==> src/rtl/vr_master.sv <==
// Valid/ready transmitter: producer pushes into a DEPTH-entry FIFO that feeds a registered bus word.
// Define VR_MASTER_TXCNT_EN to add the tx_count handshake counter port.
module vr_master #(
    parameter int WIDTH     = 8,
    parameter int DEPTH     = 4,
    parameter int CNT_WIDTH = 16,
    localparam int LW       = $clog2(DEPTH + 1),
    localparam int AW       = $clog2(DEPTH)
) (
    input  logic                 clk,
    input  logic                 rst,
    input  logic                 en,
    input  logic                 wr_en,
    input  logic [WIDTH-1:0]     wr_data,
    output logic                 full,
    output logic [LW-1:0]        level,
    output logic                 overflow,
    output logic                 valid,
    input  logic                 ready,
    output logic [WIDTH-1:0]     data_out
`ifdef VR_MASTER_TXCNT_EN
    ,
    output logic [CNT_WIDTH-1:0] tx_count
`endif
);

    typedef enum logic {IDLE = 1'b0, SEND = 1'b1} state_t;

    state_t             state;
    logic [WIDTH-1:0]   mem [DEPTH];
    logic [AW-1:0]      wr_ptr;
    logic [AW-1:0]      rd_ptr;
    logic               push;
    logic               pop;
    logic               handshake;
    logic [LW-1:0]      level_next;

    // Valid/ready: a word transfers on any posedge where valid && ready; once valid is
    // raised, valid and data_out hold steady until that transfer happens.
    always_comb begin
        handshake  = valid && ready;
        push       = wr_en && !full;
        pop        = 1'b0;
        level_next = level;
        case (state)
            IDLE:    pop = en && (level != '0);
            SEND:    pop = handshake && en && (level != '0);
            default: pop = 1'b0;
        endcase
        if (push && !pop) begin
            level_next = level + LW'(1);
        end else if (pop && !push) begin
            level_next = level - LW'(1);
        end
    end

    always_ff @(posedge clk) begin
        if (push) begin
            mem[wr_ptr] <= wr_data;
        end
    end

    always_ff @(posedge clk) begin
        if (rst) begin
            state    <= IDLE;
            valid    <= 1'b0;
            data_out <= '0;
            level    <= '0;
            full     <= 1'b0;
            overflow <= 1'b0;
            wr_ptr   <= '0;
            rd_ptr   <= '0;
        end else begin
            if (push) begin
                wr_ptr <= wr_ptr + AW'(1);
            end
            // full is the registered view of level, so a same-cycle pop never admits a push.
            if (wr_en && full) begin
                overflow <= 1'b1;
            end
            if (pop) begin
                rd_ptr   <= rd_ptr + AW'(1);
                data_out <= mem[rd_ptr];
            end
            level <= level_next;
            full  <= (level_next == LW'(DEPTH));
            case (state)
                IDLE: begin
                    if (pop) begin
                        valid <= 1'b1;
                        state <= SEND;
                    end
                end
                SEND: begin
                    if (handshake && !pop) begin
                        valid <= 1'b0;
                        state <= IDLE;
                    end
                end
                default: begin
                    valid <= 1'b0;
                    state <= IDLE;
                end
            endcase
        end
    end

`ifdef VR_MASTER_TXCNT_EN
    always_ff @(posedge clk) begin
        if (rst) begin
            tx_count <= '0;
        end else if (handshake) begin
            tx_count <= tx_count + CNT_WIDTH'(1);
        end
    end
`endif

endmodule

==> config.mk <==
export PLATFORM = sky130hd
export DESIGN_NAME = vr_master
export DESIGN_NICKNAME = d
export VERILOG_FILES = /design/src/rtl/vr_master.sv
export SDC_FILE = /design/constraint.sdc
export NUM_CORES = 1
export LEC_CHECK = 0
export CAP_MARGIN = 20
export CORE_ASPECT_RATIO = 0.5
export CORE_MARGIN = 2
export CORE_UTILIZATION = 50
export CTS_BUF_LIST = sky130_fd_sc_hd__clkbuf_4 sky130_fd_sc_hd__clkbuf_8 sky130_fd_sc_hd__clkbuf_16
export CTS_CLUSTER_SIZE = 12
export DETAILED_ROUTE_END_ITERATION = 16
export PLACE_DENSITY = 0.79
export REMOVE_ABC_BUFFERS = 1
export SLEW_MARGIN = 30
export SYNTH_ARGS = -nofsm -noshare
export SYNTH_HDL_FRONTEND = slang
export SYNTH_SLANG_ARGS = --single-unit
==> constraint.sdc <==
create_clock -name clk -period 2.01 [get_ports clk]
set_clock_uncertainty 0.05 [all_clocks]
set_input_delay 0.201 -clock clk [delete_from_list [all_inputs] [get_ports clk]]
set_output_delay 0.201 -clock clk [all_outputs]
set_load 0.01 [all_outputs]
-- After elaboration in Yosys (flattened, before gate mapping)
Memories as Yosys holds them, arrays and structs flattened. A register that Yosys moved wholly into a read port is not among the register bits.
Index checks and enable logic that the tools add are counted.
- flip-flop bits (word level): 11
- bits in writable memories: 32
- logic and storage cells: 41
- memories: 1
- $add $sub $neg: 4
- equality and inequality tests: 3
- muxes and demuxes: 11
- bitwise gates (word level): 1
- reductions and logical operators: 14
- memory list (name ; words ; bits a word ; read ports ; clocked after Yosys merged registers in ; write ports ; RTL line ; RTL):
    mem ; 4 ; 8 ; 1 ; 1 ; 1 ; 30 ; logic [WIDTH-1:0] mem [DEPTH];
- operator list (operator ; count):
    $logic_and A1 B1 Y1 ; 9
    $mux W1 ; 6
    $mux W3 ; 2
    $pmux W1 S2 ; 3
    $add A2 B1 Y2 const B ; 2
    $add A3 B1 Y3 const B ; 1
    $eq A3 B3 Y1 const B ; 1
    $logic_not A1 Y1 ; 3
    $reduce_bool A3 Y1 ; 1
    $sub A3 B1 Y3 const B ; 1
    $ne A2 B1 Y1 const B ; 1
    $ne A2 B2 Y1 const B ; 1
    $reduce_and A2 Y1 ; 1
    $not A1 Y1 ; 1

-- Longest topological paths before layout
- depth in word-level cells: 8
- mapped depth: 8
- depth with buffers taken out: 7

-- Least setup slack after synthesis
OpenSTA, ideal clock, no wires.
- path kind: flip-flop to flip-flop
- start: reg level[0]
- end: reg full
- library setup time: 0.059 ns
- arrival: 1.705 ns
- setup slack: 0.196 ns
- cell stages (with the launch flop): 8
- buffers on the path: 0
- period minus slack after synthesis: 1.814 ns
- cell sequence: dfxtp_1 -> inv_1 -> ha_1 -> ha_1 -> and2b_1 -> nand2_1 -> a211oi_2 -> o31a_1
- cells in the longest elaborated chain, start to end: 7
- elaborated cells on any way between the ends: 12
- RTL lines (element ; RTL line ; RTL):
    start, declared ; 16 ; output logic [LW-1:0] level,
    start signal, assigned ; 85 ; level <= level_next;
    $reduce_bool A3 Y1 ; 46, 47 ;
    $logic_and A1 B1 Y1 (on tied branches) ; 47, 46 ;
    $pmux W1 S2 ; 45 ; case (state)
    $logic_and A1 B1 Y1 or $logic_not A1 Y1 (tied branches) ; 52, 50 ;
    $mux W3 or $logic_and A1 B1 Y1 (tied branches) ; 52, 50 ;
    $mux W3 * ; 50 ; if (push && !pop) begin
    $eq A3 B3 Y1 * ; 86 ; full <= (level_next == LW'(DEPTH));
    end signal, assigned ; 86 ;
    end, declared ; 15 ; output logic full,
Mark *: on every way between the ends. The rest lies on a longest branch, timed or not.
A chain may end at the register's enable or synchronous reset.

-- Final worst setup path
Same ends and word-level chain as after synthesis.

==> flow_summary.ini <==
[sta]
rsz0062_at_grt = no
finalSetupViolCount = 0
setup-tns-final_ps = 0
whs_ps = 420
maxSlewHeadroom_pct = 67.4
tightest_slew_ps = 488
finalMaxSlewViolations = 0
fmax_mhz = 537
min_period_ps = 1860
min_period_over_period_pct = 92.7
hold_viol_final = 0

[synth]
synth_edf_count = 32
synth-seq-cells = 51
synth-async-reset-ratio_pct = 0
synth_cell_types = 32
synth_area_um2 = 2080
yosysSeqAreaShare_pct = 64.4
postSynthAreaPerCell_um2 = 14.0
ys.flop_type = edfxtp_1
synthCells = 149
yosysWarningCount = 0

[clocking]
cts_buffers = 5
cts_setup_buffers = 0
clockBufferDepth = 2
clk_latency_ps = 300
cts_hold_buffers = 0
htreeDepth = 2
clock_sinks = 51
path_clk_slew_ps = 90
cts_resized = 0
cts_tree = done
root_buffer = clkbuf_8

[global_routing]
grt_pass1_vias = 1231
grt_first_pass_wirelength_um = 6240
grt_util_all_layers_pct = 18.5
grt.overflow.total = 0
antenna_found_initial = 0
grt_max_degree = 16

[finish]
syn_to_final_growth_pct = 22.4
nets = 203
stdcell_count = 238
stdcell_area_um2 = 2550
layout-drive-gt1-share_pct = 17.9
final_util_pct = 64.6
regArea_um2 = 1340
nFillCells = 287
multiInputGateArea_um2 = 689
n_antenna_cell = 0

[placed_design]
portBuffers = 26
dp.cells = 230
hpwl_um = 2680
gp_congestion = 0.900
placed_cell_area_um2 = 2430

[power]
swShare_pct = 29.0
combPwrFrac_pct = 31.4
p_int_mw = 2.17
pwr-share-seq_pct = 44.7
peakVddDrop_mv = 0.512
leakage_nw = 0.878
p_clk_share_pct = 23.9
power_density_nw_per_um2 = 1200
p_switching_uw = 886

[setup_path]
startpoint = level[0]
worstPathRequired_ps = 2150
crit_type = register to register
end_kind = register
worstRegToRegCells = 7
critPathMaxFanout = 5
crit_end = full
crit_path_top_delay_cell = dfxtp_1
cp_data_arrival_time_ps = 2010
r2r-start = level[0]
worstPathCellList = inv_1 > ha_1 > ha_1 > nand2b_1 > nor2_1 > nor4_1 > o31a_1
max_stage_delay_ps = 340
r2r_end = full
ff2ff_setup_slack_ps = 150
start_kind = register
cpMostUsedCell = ha_1

[worst_hold_path]
hold_path.class = register to register
hold_depth = 2

[drt]
drtIter0Drc = 98
antenna_left = 0
route.vias.total = 1257
via_per_inst = 5.28
routed_wl_um = 3820
route.detailed.drc = 0
wl_per_cell_um = 16.0
drtPass1Iterations = 4

[floorplanning]
design.core.area_um2 = 3940
die_area_um2 = 4730
die_w_um = 95.3
start_util_pct = 52.8
io-pin-count = 27
die_h_um = 49.6
num_rows = 16

[run]
maxCapViolCount = 0

[run_status]
status = finished clean
power groups by stage:
stage / registers [mW] / logic [mW] / clock network, mW
6_report: 1.37 / 0.959 / 0.730
5_1_grt: 1.39 / 1.05 / 0.779
4_1_cts: 1.37 / 0.967 / 0.738
3_5_place_dp: 1.39 / 0.959 / 0
3_3_place_gp: 1.39 / 0.943 / 0
2_1_floorplan: 1.45 / 0.506 / 0
worst max-delay path, delay by kind of cell, from the launching register on:
family                     cells  cell delay, ps
and+or+nand+nor                3             650
buffers and inverters          1              60
adders and majority gates      2             370
AOI/OAI and AO/OA              1             290
DFF                            1             340
cell usage after synthesis (2+ instances only):
cell       n  area share, %
a21oi_1   12            2.9
and2_2     4            1.4
buf_2      2           0.48
clkbuf_1   3           0.54
dfxtp_1   19             18
edfxtp_1  32             46
ha_1       7            4.2
inv_1      5           0.90
mux4_2     8            8.7
nand2_1   19            3.4
nand2b_1   2           0.60
nand3_1    3           0.72
nand3b_1   2           0.72
nor2_1     9            1.6
nor3_1     2           0.48
nor4_1     2           0.60
xnor2_1    3            1.3
through the flow:
step                worst slack, ps  power, mW
finish                          146       3.06
global route                   69.2       3.22
CTS                             159       3.07
detailed placement              191       2.35
global placement                198       2.33
floorplan                     -20.3       1.96
worst min-delay path by stage:
stage / to / slack [ps] / start
4_1_cts: data_out[7] / 420 / data_out[7]
3_5_place_dp: data_out[7] / 410 / data_out[7]
5_1_grt: data_out[7] / 450 / data_out[7]
2_1_floorplan: level[1] / 220 / rst
6_report: data_out[0] / 420 / data_out[0]
3_3_place_gp: overflow / 400 / overflow
logic make-up after synthesis:
family,synth area share [%]
fa+ha+maj,4.21
mux,8.65
compound gates,7.45
xor+xnor,1.68
simple gates,11.1
buf+inv,2.46
flops,64.4
sequential cells by signal (all words and copies together), names as in the netlist:
name	count
mem	32
data_out	8
level	3
rd_ptr	2
wr_ptr	2
full	1
overflow	1
state	1
valid	1
layer usage:
metal / global-route usage (%) / routed length, um / up-vias / part of all wire [%]
li1: - / - / 608 / -
met1: 24.9 / 1800 / 617 / 47
met2: 29.0 / 1800 / 26 / 47
met3: 5.05 / 168 / 6 / 4.4
met4: 6.52 / 55 / 0 / 1.4
met5: 0 / 0 / - / 0
layout make-up:
class,instances,area share [%]
Sequential cell,51,52.7
Multi-Input combinational cell,87,27.1
Timing Repair Buffer,33,12.3
Clock buffer,6,3.24
Tap cell,54,2.65
Clock inverter,2,1.38
Inverter,5,0.737
cells in the final DEF, fill, tap and decap left out, types with 4 or more instances in the layout:
master	n
dfxtp_1	19
nor2_1	9
inv_1	5
ha_1	7
clkbuf_8	6
edfxtp_1	32
buf_4	7
and2_2	4
clkdlybuf4s50_1	26
mux4_2	8
nand2_1	19
a21oi_1	12
Power figures use the tool's default switching activity.
